**src/rtl/lcd_write_sequencer_if.sv**
```systemverilog
// lcd_write_sequencer_if: host byte-write handshake
interface lcd_write_sequencer_if;
  logic       wr_valid;
  logic       wr_rs;
  logic [7:0] wr_data;
  logic       wr_ready;
  modport master (output wr_valid, wr_rs, wr_data, input wr_ready);
  modport slave  (input wr_valid, wr_rs, wr_data, output wr_ready);
endinterface

```
**src/rtl/lcd_write_sequencer.sv**
```systemverilog
// lcd_write_sequencer: HD44780 power-on init plus host writes timed from the tick generator; LCD_4BIT_EN selects the 4-bit bus
module lcd_write_sequencer #(
  parameter int TICK_W         = 17,
  parameter int E_SETUP_CYC    = 2,
  parameter int E_HIGH_CYC     = 12,
  parameter int PWR_WAIT_TICKS = 5,
  parameter int CMD_WAIT_TICKS = 1
) (
  input  logic                 clk,
  input  logic                 rst,
  input  logic [TICK_W-1:0]    ticks,
  output logic                 tick_start,
  lcd_write_sequencer_if.slave host,
  output logic                 init_done,
  output logic                 lcd_rs,
  output logic                 lcd_rw,
  output logic                 lcd_e,
  output logic [7:0]           lcd_data
);
  localparam int CMAX = E_SETUP_CYC > E_HIGH_CYC ? (E_SETUP_CYC > 2 ? E_SETUP_CYC : 2)
                                                 : (E_HIGH_CYC > 2 ? E_HIGH_CYC : 2);
  localparam int CW = $clog2(CMAX + 1);
  localparam logic [2:0] PWR_WAIT = 3'd0, SETUP = 3'd1, E_HIGH = 3'd2,
                         E_LOW = 3'd3, WAIT_TICK = 3'd4, READY = 3'd5;
`ifdef LCD_4BIT_EN
  localparam int NSTEP = 8;
  localparam logic [63:0] ROM = 64'h06_01_0C_28_20_30_30_30;
`else
  localparam int NSTEP = 4;
  localparam logic [31:0] ROM = 32'h06_01_0C_38;
`endif
  localparam int SW = $clog2(NSTEP);
  localparam logic [SW-1:0] LAST = SW'(NSTEP - 1);
  localparam logic [CW-1:0] SU_END = CW'(E_SETUP_CYC - 1), EH_END = CW'(E_HIGH_CYC - 1),
                            ARM = CW'(2), CTOP = CW'(CMAX);
  localparam logic [TICK_W-1:0] PW_N = TICK_W'(PWR_WAIT_TICKS), CMD_N = TICK_W'(CMD_WAIT_TICKS);
  logic [2:0]    state, nxt;
  logic [CW-1:0] cnt;
  logic [SW-1:0] step, nstep;
  logic [8:0]    src;
  logic          armed, su_done, eh_done, ld, split;
`ifdef LCD_4BIT_EN
  logic [3:0]    lo;
`else
  assign split = 1'b0;
`endif
  assign lcd_rw = 1'b0;
  // next state and the byte to present on the next entry to SETUP
  always_comb begin
    armed   = cnt >= ARM;
    su_done = cnt == SU_END;
    eh_done = cnt == EH_END;
    nstep   = state == PWR_WAIT ? '0 : step + 1'b1;
    src     = state == READY ? {host.wr_rs, host.wr_data} : {1'b0, ROM[{nstep, 3'b000} +: 8]};
    nxt     = state == PWR_WAIT  ? (armed && ticks >= PW_N ? SETUP : PWR_WAIT)
            : state == SETUP     ? (su_done ? E_HIGH : SETUP)
            : state == E_HIGH    ? (eh_done ? E_LOW : E_HIGH)
            : state == E_LOW     ? (eh_done ? (split ? SETUP : WAIT_TICK) : E_LOW)
            : state == WAIT_TICK ? (armed && ticks >= CMD_N ? (init_done || step == LAST ? READY : SETUP) : WAIT_TICK)
            : host.wr_valid      ? SETUP : READY;
    ld      = nxt == SETUP && state != SETUP;
  end
  // sequencer registers; every output is a decode of the next state or a load on SETUP entry
  always_ff @(posedge clk) begin
    if (rst) begin
      state         <= PWR_WAIT;
      cnt           <= '0;
      step          <= '0;
      tick_start    <= 1'b0;
      host.wr_ready <= 1'b0;
      init_done     <= 1'b0;
      lcd_rs        <= 1'b0;
      lcd_e         <= 1'b0;
      lcd_data      <= '0;
`ifdef LCD_4BIT_EN
      split         <= 1'b0;
      lo            <= '0;
`endif
    end else begin
      state         <= nxt;
      cnt           <= nxt != state ? '0 : cnt + CW'(cnt != CTOP);
      tick_start    <= nxt == PWR_WAIT || nxt == WAIT_TICK;
      host.wr_ready <= nxt == READY;
      lcd_e         <= nxt == E_HIGH;
      init_done     <= init_done || (state == WAIT_TICK && nxt == READY);
      if (ld && (state == PWR_WAIT || state == WAIT_TICK)) step <= nstep;
`ifdef LCD_4BIT_EN
      if (ld && state == E_LOW) begin
        lcd_data <= {lo, 4'h0};
        split    <= 1'b0;
      end else if (ld) begin
        lcd_rs   <= src[8];
        lcd_data <= {src[7:4], 4'h0};
        lo       <= src[3:0];
        split    <= state == READY || nstep[SW-1];
      end
`else
      if (ld) begin
        lcd_rs   <= src[8];
        lcd_data <= src[7:0];
      end
`endif
    end
  end
endmodule

```
**src/flat_wrapper.sv**
```systemverilog
// flat-port wrapper written by rule: the top's interface ports become plain ports
module lcd_write_sequencer_flat 
#(
  parameter int TICK_W         = 17,
  parameter int E_SETUP_CYC    = 2,
  parameter int E_HIGH_CYC     = 12,
  parameter int PWR_WAIT_TICKS = 5,
  parameter int CMD_WAIT_TICKS = 1
)
  (clk, rst, ticks, tick_start, init_done, lcd_rs, lcd_rw, lcd_e, lcd_data, host_wr_valid, host_wr_rs, host_wr_data, host_wr_ready);
  lcd_write_sequencer_if host_i ();
  input  logic clk;
  input  logic rst;
  input  logic [TICK_W-1:0] ticks;
  output logic tick_start;
  output logic init_done;
  output logic lcd_rs;
  output logic lcd_rw;
  output logic lcd_e;
  output logic [7:0] lcd_data;
  input wire logic [$bits(host_i.wr_valid)-1:0] host_wr_valid;
  input wire logic [$bits(host_i.wr_rs)-1:0] host_wr_rs;
  input wire logic [$bits(host_i.wr_data)-1:0] host_wr_data;
  output wire logic [$bits(host_i.wr_ready)-1:0] host_wr_ready;
  assign host_i.wr_valid = host_wr_valid;
  assign host_i.wr_rs = host_wr_rs;
  assign host_i.wr_data = host_wr_data;
  assign host_wr_ready = host_i.wr_ready;
  lcd_write_sequencer #(.TICK_W(TICK_W), .E_SETUP_CYC(E_SETUP_CYC), .E_HIGH_CYC(E_HIGH_CYC), .PWR_WAIT_TICKS(PWR_WAIT_TICKS), .CMD_WAIT_TICKS(CMD_WAIT_TICKS)) u_core (.clk(clk), .rst(rst), .ticks(ticks), .tick_start(tick_start), .host(host_i), .init_done(init_done), .lcd_rs(lcd_rs), .lcd_rw(lcd_rw), .lcd_e(lcd_e), .lcd_data(lcd_data));
endmodule
```
**config.mk**
```make
export PLATFORM = sky130hd
export DESIGN_NAME = lcd_write_sequencer_flat
export DESIGN_NICKNAME = d
export VERILOG_FILES = /design/src/rtl/lcd_write_sequencer_if.sv /design/src/rtl/lcd_write_sequencer.sv /design/src/flat_wrapper.sv
export SDC_FILE = /design/constraint.sdc
export NUM_CORES = 1
export LEC_CHECK = 0
export BUFFER_PORTS_ARGS = -buffer_cell sky130_fd_sc_hd__buf_2
export CAP_MARGIN = 20
export CORE_MARGIN = 1
export CORE_UTILIZATION = 35
export CTS_CLUSTER_SIZE = 28
export DETAILED_ROUTE_END_ITERATION = 12
export MAX_ROUTING_LAYER = met4
export PLACE_DENSITY = 0.66
export SLEW_MARGIN = 20
export SYNTH_ARGS = -nofsm -noshare
export SYNTH_HDL_FRONTEND = slang
export SYNTH_SLANG_ARGS = --single-unit
```
**constraint.sdc**
```tcl
create_clock -name clk -period 2.6 [get_ports clk]
set_input_delay 0.26 -clock clk [delete_from_list [all_inputs] [get_ports clk]]
set_output_delay 0.26 -clock clk [all_outputs]
set_load 0.02 [all_outputs]
```
==> flow_summary.ini <==
[drt]
drt_iter0_markers = 32
route.detailed.drc = 0
wire_per_inst_um = 12.1
first_pass_iters = 4
routed_wl_um = 2770
ant_nets = 0
routed_via_density = 5.15
via_count = 1180

[logic_synthesis]
synth.avg_cell_area_um2 = 8.58
synthesis.nets = 181
syn_inst = 146
synth_top_area_share = 0.352
synth-edff-count = 0
ys_types = 41
post-synth-top-count-cell = dfxtp_1
ys_ff_latch = 22
ys_seq_area_frac = 0.352
synth_flop_cell = dfxtp_1
netlist_area_mm2 = 0.00125
synth_top_area_cell = dfxtp_1
synth_common_cells = dfxtp_1 (22), nor2_1 (12), nand2b_1 (10)
synthArstFlopShare = 0
ys_warn_count = 0
synth.area.top_cells = dfxtp_1 (35%), ha_1 (6.0%), nand2b_1 (5.0%), nor2_1 (3.6%), a21oi_1 (3.2%)

[timing]
fin_crit_sh = 0.888
rsz0062_at_grt = no
slew_violations = 0
fin_crit_ns = 2.31
maxClockFrequency_mhz = 433
slew_headroom = 0.557
skew_ns = 0.00914
tightestPinTransition_ns = 0.663
setup-violations-final = 0
layout_setup_ws_ns = 0.291
setup_tns_ns = 0
hold_viol_final = 0

[layout]
multi_input_area_um2 = 759
final_nets = 220
seq_area_um2 = 440
n_fill_cell = 328
area_growth_pct = 20.4
layout-drive-gt1-share = 0.306
insertedDiodeCount = 0

[power_and_ir_drop]
p_leak_nw = 0.601
seqPwrFrac = 0.349
clockPowerShare = 0.113
power_density_mw_per_mm2 = 867
p_comb_frac = 0.538
ir_worst_vdd_mv = 0.308
p_sw_frac = 0.429
internal_power_w = 0.000747
netSwitchingPower_w = 0.000561

[grt]
gr-usage-all-layers = 0.158
grt_use_met1 = 0.212
grt-busiest-layer = met2
grt-ovfl-total = 0
grtUsageMet2 = 0.250
met3_usage = 0.0186
grt_pass1_wl_um = 4400
grt_max_degree = 27
antenna_found_initial = 0
grt_pass1_vias = 1021

[critical_path]
reg2reg_depth = 8
cp.required_ns = 2.82
worstPathMaxFanout = 12
cp.arrival_ns = 2.53
worstSetupPathType = flip-flop to flip-flop
endpoint_kind = flip-flop
worstSetupStartpointType = flip-flop

[cts]
cts_tree = yes
cts.clk_slew.worst_paths_ns = 0.12
cts_resized = 0
clock_latency_ns = 0.30
cts_hold_buf = 0
cts_buffers = 3
cts_sinks = 22
clockBufferDepth = 2
post_cts_buffers = 0
cts-root-buf = clkbuf_4
cts_max_level = 1

[worst_hold_path]
min_path_cells = 3
hold_class = input port to flip-flop

[job]
drv_cap = 0

[floorplanning]
ios = 43
fp-row-count = 21
coreArea_mm2 = 0.00339
die_y_um = 61.8
fp.dieW_um = 61.8
start_util = 0.370
dieArea_mm2 = 0.00382

[placed_design]
gp_congestion = 0.793
hpwlAfterDp_um = 2100
post-place-ws_ns = 0.198
numPortBuffers = 41

[status]
status = complete, no violations
==> sequential cells by signal, indices dropped and copies added (netlist names), 2 cells and up <==
register	cells
u_core.lcd_data	8
u_core.step	2
u_core.cnt	4
u_core.state	3
==> placed cells by master (no fill, tap or decap), types with 2 or more instances in the layout <==
cell	count
o21a_2	2
nor2_1	12
inv_1	4
nand4_1	3
dfxtp_1	22
a21oi_1	8
nor3b_1	5
clkbuf_4	3
nor4b_1	2
o21ai_0	3
ha_1	6
a211oi_2	2
mux2i_1	3
nor2b_1	2
buf_2	41
o21ai_1	6
nand3b_1	2
nor3_1	6
nand3_1	7
o21ai_2	2
a311oi_2	2
nand2_1	4
nor4_1	5
xnor2_1	2
a31oi_1	2
nand2b_1	10
or3_1	3
==> cell families after synthesis <==
family	Yosys count	share of synthesized area
simple gates	65	0.300
compound gates	34	0.196
flops	22	0.352
buf+inv	12	0.0450
fa+ha+maj	6	0.0599
xor+xnor	3	0.0210
mux	3	0.0240
other cells	1	0.00299
==> critical path, cell delays in order (launching register included) <==
cell,delay (ns)
dfxtp_1,0.40
inv_1,0.08
ha_1,0.19
or4_4,0.45
o2111a_1,0.16
a311oi_2,0.31
o21ai_2,0.22
and2_4,0.24
a311oi_2,0.20
==> metal layers <==
| layer | wire length [um] | up-vias |
|---|---|---|
| met4 | 26 | 0 |
| met3 | 101 | 2 |
| met1 | 1360 | 536 |
| met5 | 0 | - |
| li1 | - | 612 |
| met2 | 1280 | 30 |
==> worst paths after layout <==
check	end	from	slack [ns]
setup / recovery	u_core.lcd_data[0]	u_core.cnt[0]	0.29
hold / removal	u_core.lcd_data[0]	host_wr_data[0]	0.25
setup reg to reg	u_core.lcd_data[0]	u_core.cnt[0]	0.29
hold reg to reg	u_core.lcd_data[3]	u_core.lcd_data[3]	0.48
==> power groups by stage <==
stage          combinational (W)  sequential [W]  clock, W
6_report                0.000703        0.000457  0.000148
2_1_floorplan           0.000552        0.000485         0
3_3_place_gp            0.000688        0.000464         0
3_5_place_dp            0.000694        0.000464         0
4_1_cts                 0.000696        0.000456  0.000153
5_1_grt                 0.000792        0.000468  0.000166
==> metrics by stage <==
step           total power (W)  utilization  hold slack, ns  area (um^2)  instances
2_1_floorplan          0.00104            -           0.346         1250        146
3_3_place_gp           0.00115        0.437           0.456         1480        226
3_5_place_dp           0.00116        0.437           0.457         1480        226
4_1_cts                0.00131        0.444           0.240         1500        229
5_1_grt                0.00143        0.445           0.259         1510        229
6_report               0.00131        0.445           0.248         1510        229
==> layout make-up <==
class                           instances  share of cell area
Clock buffer                            3              0.0149
Inverter                                4             0.00996
Multi-Input combinational cell        112               0.504
Sequential cell                        22               0.292
Tap cell                               46              0.0382
Timing Repair Buffer                   42               0.141
Note: power is estimated with default switching activity, not from simulation.
